==> src/rtl/elevator_request_scheduler.sv <==
// LOOK-policy call scheduler: latches call-button rises into a pending mask, drives the elevator FSM target, times the door dwell.
// Call visible one edge after its rise, target and req_active one edge later; door_open is high for DWELL_CYCLES cycles per stop.
module elevator_request_scheduler #(
  parameter int          NUM_FLOORS   = 10,
  parameter logic [31:0] DWELL_CYCLES = 32'd20000000
) (
  input  logic                  clk,
  input  logic                  reset,
  input  logic [NUM_FLOORS-1:0] call_btn,
  input  logic [3:0]            current_floor,
  output logic [3:0]            requested_floor,
  output logic                  req_active,
  output logic                  door_open,
  output logic                  dir_up,
  output logic [NUM_FLOORS-1:0] pending
);

  typedef enum logic [1:0] {IDLE, SERVE_UP, SERVE_DOWN, DWELL} state_t;

  state_t                state_q, state_d;
  logic [NUM_FLOORS-1:0] pending_q, pending_d;
  logic [NUM_FLOORS-1:0] btn_prev_q;
  logic [3:0]            requested_floor_q, requested_floor_d;
  logic                  req_active_q, req_active_d;
  logic                  door_open_q, door_open_d;
  logic                  dir_up_q, dir_up_d;
  logic [31:0]           dwell_cnt_q, dwell_cnt_d;

  logic [NUM_FLOORS-1:0] rise, cur_mask, clr_mask;
  logic [3:0]            above, below, dist_up, dist_dn;
  logic                  has_above, has_below, here, go_up, go_down;

  // Floors at or beyond NUM_FLOORS never match a pending bit, so "here" is simply false there.
  always_comb begin
    above     = 4'd0;
    below     = 4'd0;
    has_above = 1'b0;
    has_below = 1'b0;
    cur_mask  = '0;
    for (int i = NUM_FLOORS - 1; i >= 0; i--) begin
      if (pending_q[i] && (4'(i) > current_floor)) begin
        above     = 4'(i);
        has_above = 1'b1;
      end
    end
    for (int i = 0; i < NUM_FLOORS; i++) begin
      cur_mask[i] = (4'(i) == current_floor);
      if (pending_q[i] && (4'(i) < current_floor)) begin
        below     = 4'(i);
        has_below = 1'b1;
      end
    end
    here    = |(pending_q & cur_mask);
    dist_up = above - current_floor;
    dist_dn = current_floor - below;
    rise    = call_btn & ~btn_prev_q;
  end

  always_comb begin
    state_d           = state_q;
    requested_floor_d = requested_floor_q;
    req_active_d      = req_active_q;
    door_open_d       = door_open_q;
    dir_up_d          = dir_up_q;
    dwell_cnt_d       = dwell_cnt_q;
    clr_mask          = '0;
    go_up             = 1'b0;
    go_down           = 1'b0;

    case (state_q)
      IDLE: begin
        requested_floor_d = current_floor;
        req_active_d      = 1'b0;
        if (here) begin
          clr_mask    = cur_mask;
          state_d     = DWELL;
          door_open_d = 1'b1;
          dwell_cnt_d = 32'd0;
        end else if (has_above && (!has_below || (dist_up <= dist_dn))) begin
          go_up = 1'b1;
        end else if (has_below) begin
          go_down = 1'b1;
        end
      end
      SERVE_UP, SERVE_DOWN: begin
        // Arrival is judged against the registered target before retargeting.
        if (current_floor == requested_floor_q) begin
          clr_mask          = cur_mask;
          state_d           = DWELL;
          door_open_d       = 1'b1;
          req_active_d      = 1'b0;
          dwell_cnt_d       = 32'd0;
          requested_floor_d = current_floor;
        end else if ((state_q == SERVE_UP) && has_above) begin
          requested_floor_d = above;
        end else if ((state_q == SERVE_DOWN) && has_below) begin
          requested_floor_d = below;
        end
      end
      DWELL: begin
        requested_floor_d = current_floor;
        if (dwell_cnt_q == DWELL_CYCLES - 32'd1) begin
          clr_mask    = cur_mask;
          door_open_d = 1'b0;
          dwell_cnt_d = 32'd0;
          state_d     = IDLE;
          if (dir_up_q && has_above)        go_up   = 1'b1;
          else if (!dir_up_q && has_below)  go_down = 1'b1;
          else if (has_above)               go_up   = 1'b1;
          else if (has_below)               go_down = 1'b1;
        end else begin
          dwell_cnt_d = dwell_cnt_q + 32'd1;
        end
      end
      default: state_d = IDLE;
    endcase

    if (go_up) begin
      state_d           = SERVE_UP;
      dir_up_d          = 1'b1;
      req_active_d      = 1'b1;
      requested_floor_d = above;
    end
    if (go_down) begin
      state_d           = SERVE_DOWN;
      dir_up_d          = 1'b0;
      req_active_d      = 1'b1;
      requested_floor_d = below;
    end

    // A clear on the floor being served beats a same-cycle rise.
    pending_d = (pending_q | rise) & ~clr_mask;
  end

  always_ff @(posedge clk) begin
    if (reset) begin
      state_q           <= IDLE;
      pending_q         <= '0;
      btn_prev_q        <= '1;
      requested_floor_q <= 4'd0;
      req_active_q      <= 1'b0;
      door_open_q       <= 1'b0;
      dir_up_q          <= 1'b1;
      dwell_cnt_q       <= 32'd0;
    end else begin
      state_q           <= state_d;
      pending_q         <= pending_d;
      btn_prev_q        <= call_btn;
      requested_floor_q <= requested_floor_d;
      req_active_q      <= req_active_d;
      door_open_q       <= door_open_d;
      dir_up_q          <= dir_up_d;
      dwell_cnt_q       <= dwell_cnt_d;
    end
  end

  assign requested_floor = requested_floor_q;
  assign req_active      = req_active_q;
  assign door_open       = door_open_q;
  assign dir_up          = dir_up_q;
  assign pending         = pending_q;

endmodule
==> config.mk <==
export PLATFORM = sky130hd
export DESIGN_NAME = elevator_request_scheduler
export DESIGN_NICKNAME = d
export VERILOG_FILES = /design/src/rtl/elevator_request_scheduler.sv
export SDC_FILE = /design/constraint.sdc
export NUM_CORES = 1
export LEC_CHECK = 0
export BUFFER_PORTS_ARGS = -buffer_cell sky130_fd_sc_hd__buf_2
export CORE_MARGIN = 2
export CORE_UTILIZATION = 55
export CTS_CLUSTER_SIZE = 30
export DETAILED_ROUTE_END_ITERATION = 10
export GPL_TIMING_DRIVEN = 0
export PLACE_DENSITY = 0.74
export SYNTH_ARGS = -nofsm -noshare
export SYNTH_HDL_FRONTEND = slang
export SYNTH_SLANG_ARGS = --single-unit
==> constraint.sdc <==
create_clock -name clk -period 14.7 [get_ports clk]
set_input_delay 2.205 -clock clk [delete_from_list [all_inputs] [get_ports clk]]
set_output_delay 2.205 -clock clk [all_outputs]
set_load 0.01 [all_outputs]
==> results of run 1 <==
==> synthesized netlist by cell type (4+ instances only) <==
cell,number
xor2_1,10
o21ai_0,27
nand3_1,19
ha_1,16
nand2b_1,4
xnor2_1,22
a221oi_1,4
or3_1,9
nor4_1,5
a21o_1,7
o2bb2ai_1,4
and3_1,4
a211oi_1,10
nor2b_1,7
a21oi_1,33
inv_1,30
nand4_1,7
nand2_1,31
nor2_1,47
clkbuf_1,10
or2_2,10
dfxtp_1,61
nor3_1,16
==> per-stage QoR <==
| stage | total power, mW | instance area, sq um | hold slack (ns) | worst slack (ns) |
|---|---|---|---|---|
| after detailed placement | 0.408 | 4080 | 0.474 | 7.45 |
| final | 0.582 | 4310 | 0.479 | 7.62 |
| after global routing | 0.615 | 4310 | 0.521 | 7.35 |
| after floorplan | 0.352 | 3820 | 0.449 | 8.50 |
| after CTS | 0.580 | 4310 | 0.483 | 7.80 |
| after global placement | 0.401 | 4080 | 0.464 | 7.53 |
==> worst max-delay path by stage <==
| stage | startpoint | end | cells past startpoint | slack (ns) |
|---|---|---|---|---|
| 6_report | current_floor[1] | requested_floor[1]$_SDFFE_PP0P_ | 22 | 7.62 |
| 5_1_grt | current_floor[1] | requested_floor[1]$_SDFFE_PP0P_ | 22 | 7.35 |
| 4_1_cts | current_floor[1] | requested_floor[2]$_SDFFE_PP0P_ | 22 | 7.80 |
| 3_5_place_dp | current_floor[1] | requested_floor[1]$_SDFFE_PP0P_ | 22 | 7.45 |
| 3_3_place_gp | current_floor[1] | requested_floor[2]$_SDFFE_PP0P_ | 20 | 7.53 |
| 2_1_floorplan | current_floor[1] | requested_floor[2]$_SDFFE_PP0P_ | 19 | 8.50 |
==> sequential cells by signal, summed over array words and instances, names as in the netlist <==
register and flops:
state_q 2, btn_prev_q 10, dwell_cnt_q 32, door_open 1, dir_up 1, requested_floor 4, pending 10, req_active 1
==> cell usage in the layout (no fill, tap or decap), types with 3 or more instances in the layout <==
master	count
and3_1	4
a31oi_1	3
a311oi_1	3
a32oi_1	3
or2_2	10
a221oi_1	4
o2bb2ai_1	4
a21o_1	7
clkbuf_8	11
nand4_1	7
ha_1	16
nor4b_1	3
nor2b_1	7
xnor2_1	22
dfxtp_1	61
nand2_1	31
a21o_2	3
nor2_1	47
buf_2	34
a21oi_1	33
nand3_1	19
inv_1	30
nor4_1	5
xor2_1	10
buf_1	3
o21ai_0	27
or3_1	9
a211oi_1	10
nor3_1	16
clkbuf_1	11
nand2b_1	4
==> cells by family after synthesis <==
kind of cell	Yosys count
buffers and inverters	50
adder cells (fa/ha/maj)	18
AND/OR/NAND/NOR	180
multiplexers	3
AO/OA/AOI/OAI	124
XOR/XNOR	32
flip-flops	61
==> power by group through the flow <==
stage          combinational (mW)  clock [mW]  sequential, mW
5_1_grt                     0.238       0.184           0.194
3_5_place_dp                0.212           0           0.196
4_1_cts                     0.214       0.174           0.192
3_3_place_gp                0.206           0           0.195
2_1_floorplan               0.155           0           0.197
6_report                    0.217       0.172           0.192
==> area by class of cell <==
type | instances | area share [%]
multi-input cells | 357 | 55.4
flip-flops and latches | 61 | 28.3
repair buffers | 32 | 3.72
clock buffers | 11 | 3.28
inverters | 31 | 2.70
plain buffers | 19 | 2.35
well taps | 80 | 2.32
clock inverters | 5 | 1.92
==> per-layer routing <==
metal,share of wire (%),vias up
li1,-,1783
met1,43,1721
met2,47,175
met3,7.7,35
met4,2.6,0
met5,0,-
==> worst max-delay path: cells and delay by family <==
family          cells  cell delay [ns]
simple gates        1             0.17
xor+xnor            1             0.18
fa+ha+maj           2             0.48
compound gates     12             2.80
buf+inv             6             1.44
==> impl_metrics.env, run 1 <==
export IMPL_dr_pass1_iters=8
export IMPL_regToRegEndpoint="requested_floor[1]$_SDFFE_PP0P_"
export IMPL_placementRows=30
export IMPL_hold_start="req_active$_SDFFE_PP0P_"
export IMPL_antenna_found_initial=0
export IMPL_drt_iter0_markers=263
export IMPL_synth_xor_area_share_pct=7.33
export IMPL_crit_path_max_incr_delay_ns=0.51
export IMPL_hpwlAfterDp_mm=7.14
export IMPL_netlist_area_sq_um=3820
export IMPL_cts_tree="yes"
export IMPL_post_place_cells=580
export IMPL_rr_worst_depth=17
export IMPL_synth_compound_area_share_pct=23.1
export IMPL_synth_area_mux_share_pct=0.818
export IMPL_final_util_pct=63.8
export IMPL_vias=3714
export IMPL_die_h_microns=87.4
export IMPL_period_needed_ns=7.08
export IMPL_routed_wl_mm=9.74
export IMPL_yosys_warnings=0
export IMPL_rrSetupSlack_ns=9.89
export IMPL_outcome="finished, final reports clean"
export IMPL_synth_area_top_cells="dfxtp_1 32%, ha_1 5.2%, xnor2_1 5.0%"
export IMPL_cts_max_level=3
export IMPL_cp_required_ns=14.90
export IMPL_clock_latency_ns=0.36
export IMPL_endpoint_kind="flip-flop"
export IMPL_critPathKind="in2reg"
export IMPL_fill_cells=614
export IMPL_ys_ff_latch=61
export IMPL_fmax_ghz=0.141
export IMPL_cts_buffer_depth=2
export IMPL_async_flop_share_pct=0
export IMPL_synth_ff_type="dfxtp_1"
export IMPL_num_antenna_cells=0
export IMPL_cap_violations=0
export IMPL_synthCells=468
export IMPL_report_final_slew_viol_count=0
export IMPL_powerDensity_nw_per_um2=135
export IMPL_hp_class="reg2reg"
export IMPL_hold_buffers=0
export IMPL_port_buffer_count=32
export IMPL_place_gp_congestion=0.980
export IMPL_avgRoutedWirePerCell_microns=16.3
export IMPL_p_comb_share_pct=37.3
export IMPL_arrival_ns=7.29
export IMPL_clkPwrFrac_pct=29.6
export IMPL_synth_cell_types=73
export IMPL_cts_resized=0
export IMPL_remaining_drc_errors=0
export IMPL_fin_skew_ns=0.0155
export IMPL_ant_nets=0
export IMPL_drive_gt1_share_pct=16.1
export IMPL_worstMarginPinSlew_ns=0.835
export IMPL_worstHoldEndpoint="req_active$_SDFFE_PP0P_"
export IMPL_die_x_microns=87.4
export IMPL_r2r_start="pending[5]$_SDFF_PP0_"
export IMPL_report_final_hold_viol_count=0
export IMPL_synth_top_family_by_area="simple AND/OR/NAND/NOR gates"
export IMPL_dieArea_sq_um=7640
export IMPL_slowest_stage="a211oi_4"
export IMPL_area_growth_syn_to_layout_pct=12.7
export IMPL_pin_count=33
export IMPL_syn_nets=502
export IMPL_period_share_pct=48.2
export IMPL_switchingPower_mw=0.220
export IMPL_vias_per_cell=6.23
export IMPL_ir_worst_vdd_mv=0.0718
export IMPL_rsz0062_at_grt="no"
export IMPL_grt_most_used_layer="met2"
export IMPL_grt_max_degree=12
export IMPL_stdcell_count=596
export IMPL_start_util_pct=56.6
export IMPL_synthAdderAreaFrac_pct=6.28
export IMPL_grt_overflow=0
export IMPL_start_kind="input port"
export IMPL_final_nets=545
export IMPL_yosysSeqAreaShare_pct=31.9
export IMPL_yosysTopAreaCellShare_pct=31.9
export IMPL_yosysTopAreaCell="dfxtp_1"
export IMPL_p_leak_nw=1.65
export IMPL_cp_cell_sequence="buf_2 > buf_2 > buf_1 > buf_1 > inv_1 > a21boi_0 > o21ai_0 > a222oi_1 > o32a_1 > ha_1 > inv_1 > a21o_1 > a21oi_1 > xor2_1 > ha_1 > a21oi_1 > o2bb2ai_1 > o211ai_1 > a211oi_4 > nor3_2 > a221oi_1 > a221oi_1"
export IMPL_setup_viol=0
export IMPL_intPower_mw=0.362
export IMPL_min_delay_path_depth=2
export IMPL_grtUsageMet3_pct=6.26
export IMPL_multiInputGateArea_sq_um=2380
export IMPL_cts_inserted_buffers=9
export IMPL_clkSinkCount=61
export IMPL_grt_pass1_wl_mm=16.1
export IMPL_finalSetupTns_ns=0
export IMPL_post_cts_buffers=0
export IMPL_synth_edf_count=0
export IMPL_grt_use_met1_pct=34.3
export IMPL_synth_avg_cell_area_sq_um=8.17
export IMPL_clk_pin_slew_ns=0.07
export IMPL_grt_use_total_pct=27.0
export IMPL_yosys_area_share_simple_pct=24.8
export IMPL_grt_pass1_vias=3422
export IMPL_switching_share_pct=37.8
export IMPL_critical_path_max_fanout=10
export IMPL_relSlewSlack_pct=44.2
export IMPL_ff_latch_area_sq_um=1220
export IMPL_power_share_sequential_pct=33.1
export IMPL_coreArea_sq_um=6760
export IMPL_use_met2_pct=44.8
export IMPL_cts_root_buffer="clkbuf_8"
Note: power is estimated with default switching activity, not from simulation.
==> run 2: changes to the inputs <==
--- a/config.mk
+++ b/config.mk
@@ -5,6 +5,7 @@
 export SDC_FILE = /design/constraint.sdc
 export NUM_CORES = 1
 export LEC_CHECK = 0
+export ABC_AREA = 1
 export BUFFER_PORTS_ARGS = -buffer_cell sky130_fd_sc_hd__buf_2
 export CORE_MARGIN = 2
 export CORE_UTILIZATION = 55
==> constraint.sdc (replaced) <==
create_clock -name clk -period 6.8 [get_ports clk]
set_input_delay 1.02 -clock clk [delete_from_list [all_inputs] [get_ports clk]]
set_output_delay 1.02 -clock clk [all_outputs]
set_load 0.01 [all_outputs]
==> run 2 against run 1 <==
Compared with the run above:
- cell area is 5.1% higher
- flip-flop and latch count did not move
- setup slack worse by 5.2 ns
- sequential power up 120%
- final cell count rose by 26%
- via count rose by 11%
- combinational power rose to 2.9 times the previous value
- clock skew down 0.00075 ns
- largest cell class unchanged
==> impl_metrics.env, run 2 <==
export IMPL_outcome="finished, final reports clean"
export IMPL_antenna_found_initial=0
export IMPL_wirelength_met1_mm=4.28
export IMPL_cp_required_ns=7.05
export IMPL_report_final_hold_viol_count=0
export IMPL_cap_violations=0
export IMPL_hp_class="reg2reg"
export IMPL_yosysTopAreaCellShare_pct=30.0
export IMPL_dr_pass1_iters=5
export IMPL_cts_tree="yes"
export IMPL_drt_iter0_markers=166
export IMPL_dr_wl_met2_mm=5.27
export IMPL_crit_path_max_incr_delay_ns=0.34
export IMPL_cts_buffer_depth=2
export IMPL_crit_path_frequent_cell="nand2_1"
export IMPL_worst_path_buf_inv=4
export IMPL_hold_buffers=0
export IMPL_grt_pass1_wl_mm=17.6
export IMPL_dr_wl_met3_microns=583
export IMPL_rrSetupSlack_ns=3.16
export IMPL_highest_layer="met4"
export IMPL_async_flop_share_pct=0
export IMPL_report_final_slew_viol_count=0
export IMPL_final_common_cell="nand2_1"
export IMPL_cts_inserted_buffers=9
export IMPL_synth_edf_count=0
export IMPL_period_needed_ns=4.39
export IMPL_clock_latency_ns=0.35
export IMPL_routed_wl_mm=10.3
export IMPL_cts_resized=0
export IMPL_critPathTopFamily="simple AND/OR/NAND/NOR gates"
export IMPL_cts_max_level=3
export IMPL_syn_nets=638
export IMPL_avgRoutedWirePerCell_microns=13.8
export IMPL_rsz0062_at_grt="no"
export IMPL_fmax_ghz=0.228
export IMPL_relSlewSlack_pct=60.0
export IMPL_fin_skew_ns=0.0147
export IMPL_num_antenna_cells=0
export IMPL_start_kind="input port"
export IMPL_largest_reg_flops=32
export IMPL_ir_worst_vdd_mv=0.139
export IMPL_area_growth_syn_to_layout_pct=11.4
export IMPL_netlist_area_sq_um=4070
export IMPL_remaining_drc_errors=0
export IMPL_drive_gt1_share_pct=14.9
export IMPL_post_place_cells=735
export IMPL_vias=4136
export IMPL_grt_use_total_pct=26.4
export IMPL_dieArea_sq_um=8090
export IMPL_place_gp_congestion=0.991
export IMPL_final_nets=681
export IMPL_grt_overflow=0
export IMPL_worstMarginPinSlew_ns=0.598
export IMPL_slowest_stage="ha_1"
export IMPL_grt_pass1_vias=3920
export IMPL_synth_cell_types=45
export IMPL_pin_count=33
export IMPL_placementRows=31
export IMPL_synth_avg_cell_area_sq_um=6.73
export IMPL_p_leak_nw=1.99
export IMPL_yosysSeqAreaShare_pct=30.0
export IMPL_clkSinkCount=61
export IMPL_synthCells=604
export IMPL_finalSetupTns_ns=0
export IMPL_yosysTopAreaCell="dfxtp_1"
export IMPL_mostFrequentLayoutCells="138 x nand2_1, 75 x nor2_1, 69 x inv_1, 61 x dfxtp_1, 39 x nand3_1"
export IMPL_port_buffer_count=32
export IMPL_clk_pin_slew_ns=0.08
export IMPL_post_cts_buffers=0
export IMPL_cts_root_buffer="clkbuf_8"
export IMPL_ys_ff_latch=61
export IMPL_setup_viol=0
export IMPL_die_h_microns=90.0
export IMPL_arrival_ns=4.64
export IMPL_hold_ws_ns=0.462
export IMPL_powerDensity_nw_per_um2=301
export IMPL_top_register="dwell_cnt_q"
export IMPL_synth_ff_type="dfxtp_1"
export IMPL_period_share_pct=64.5
export IMPL_vias_per_cell=5.51
export IMPL_endpoint_kind="flip-flop"
export IMPL_synth_commonest_cells="138 x nand2_1, 75 x nor2_1, 69 x inv_1"
export IMPL_die_x_microns=90.0
export IMPL_start_util_pct=56.3
export IMPL_critPathKind="in2reg"
export IMPL_synth_area_top_cells="dfxtp_1 30%, nand2_1 13%, nor2_1 6.9%"
export IMPL_coreArea_sq_um=7210
export IMPL_hpwlAfterDp_mm=7.99
export IMPL_power_total_mw=1.36
export IMPL_yosys_warnings=0
export IMPL_stdcell_count=751
export IMPL_critical_path_max_fanout=9
export IMPL_yosysMostFrequentCell="nand2_1"
export IMPL_ant_nets=0
export IMPL_grt_max_degree=14
[run 2: per-layer routing]
layer / vias up / track usage [%]
li1: 2070 / -
met1: 1888 / 30.5
met2: 151 / 48.9
met3: 27 / 4.02
met4: 0 / 10.5
met5: - / 0
[run 2: path summary, 6_finish.rpt]
path | from | end | cells past startpoint
setup / recovery | current_floor[2] | requested_floor[1]$_SDFFE_PP0P_ | 29
hold / removal | door_open$_SDFFE_PP0P_ | door_open$_SDFFE_PP0P_ | 2
setup reg to reg | pending[7]$_SDFF_PP0_ | requested_floor[1]$_SDFFE_PP0P_ | 23
hold reg to reg | door_open$_SDFFE_PP0P_ | door_open$_SDFFE_PP0P_ | 2
[run 2: worst min-delay path, stage by stage (launching register included)]
cell and delay [ns]:
dfxtp_1 0.31, nand2_1 0.06, a21oi_1 0.05
[run 2: cells by family after synthesis]
| logic type | Yosys count | synth area share, % |
|---|---|---|
| AO/OA/AOI/OAI | 92 | 13.3 |
| AND/OR/NAND/NOR | 326 | 37.1 |
| adder cells (fa/ha/maj) | 18 | 5.91 |
| flip-flops | 61 | 30.0 |
| buffers and inverters | 88 | 9.60 |
| XOR/XNOR | 19 | 4.09 |
[run 2: layout make-up]
class                           count  area [sq um]
Buffer                             12           103
Clock buffer                        9           124
Fill cell                         734          2690
Timing Repair Buffer               32           160
Sequential cell                    61          1220
Tap cell                           99           124
Clock inverter                      7          56.3
Multi-Input combinational cell    455          2450
Inverter                           76           288
[run 2: through the flow]
stage          area, sq um  utilization [%]  setup slack [ns]
2_1_floorplan         4070                -              2.75
3_3_place_gp          4350             60.3              2.08
3_5_place_dp          4350             60.3              2.10
4_1_cts               4530             62.8              2.45
5_1_grt               4530             62.8              2.11
6_report              4530             62.8              2.41
[run 2: report_power, final]
group,leakage (nW),internal (mW),switching [mW]
registers,0.498,0.392,0.0307
logic,1.40,0.213,0.423
clock network,0.0910,0.137,0.168
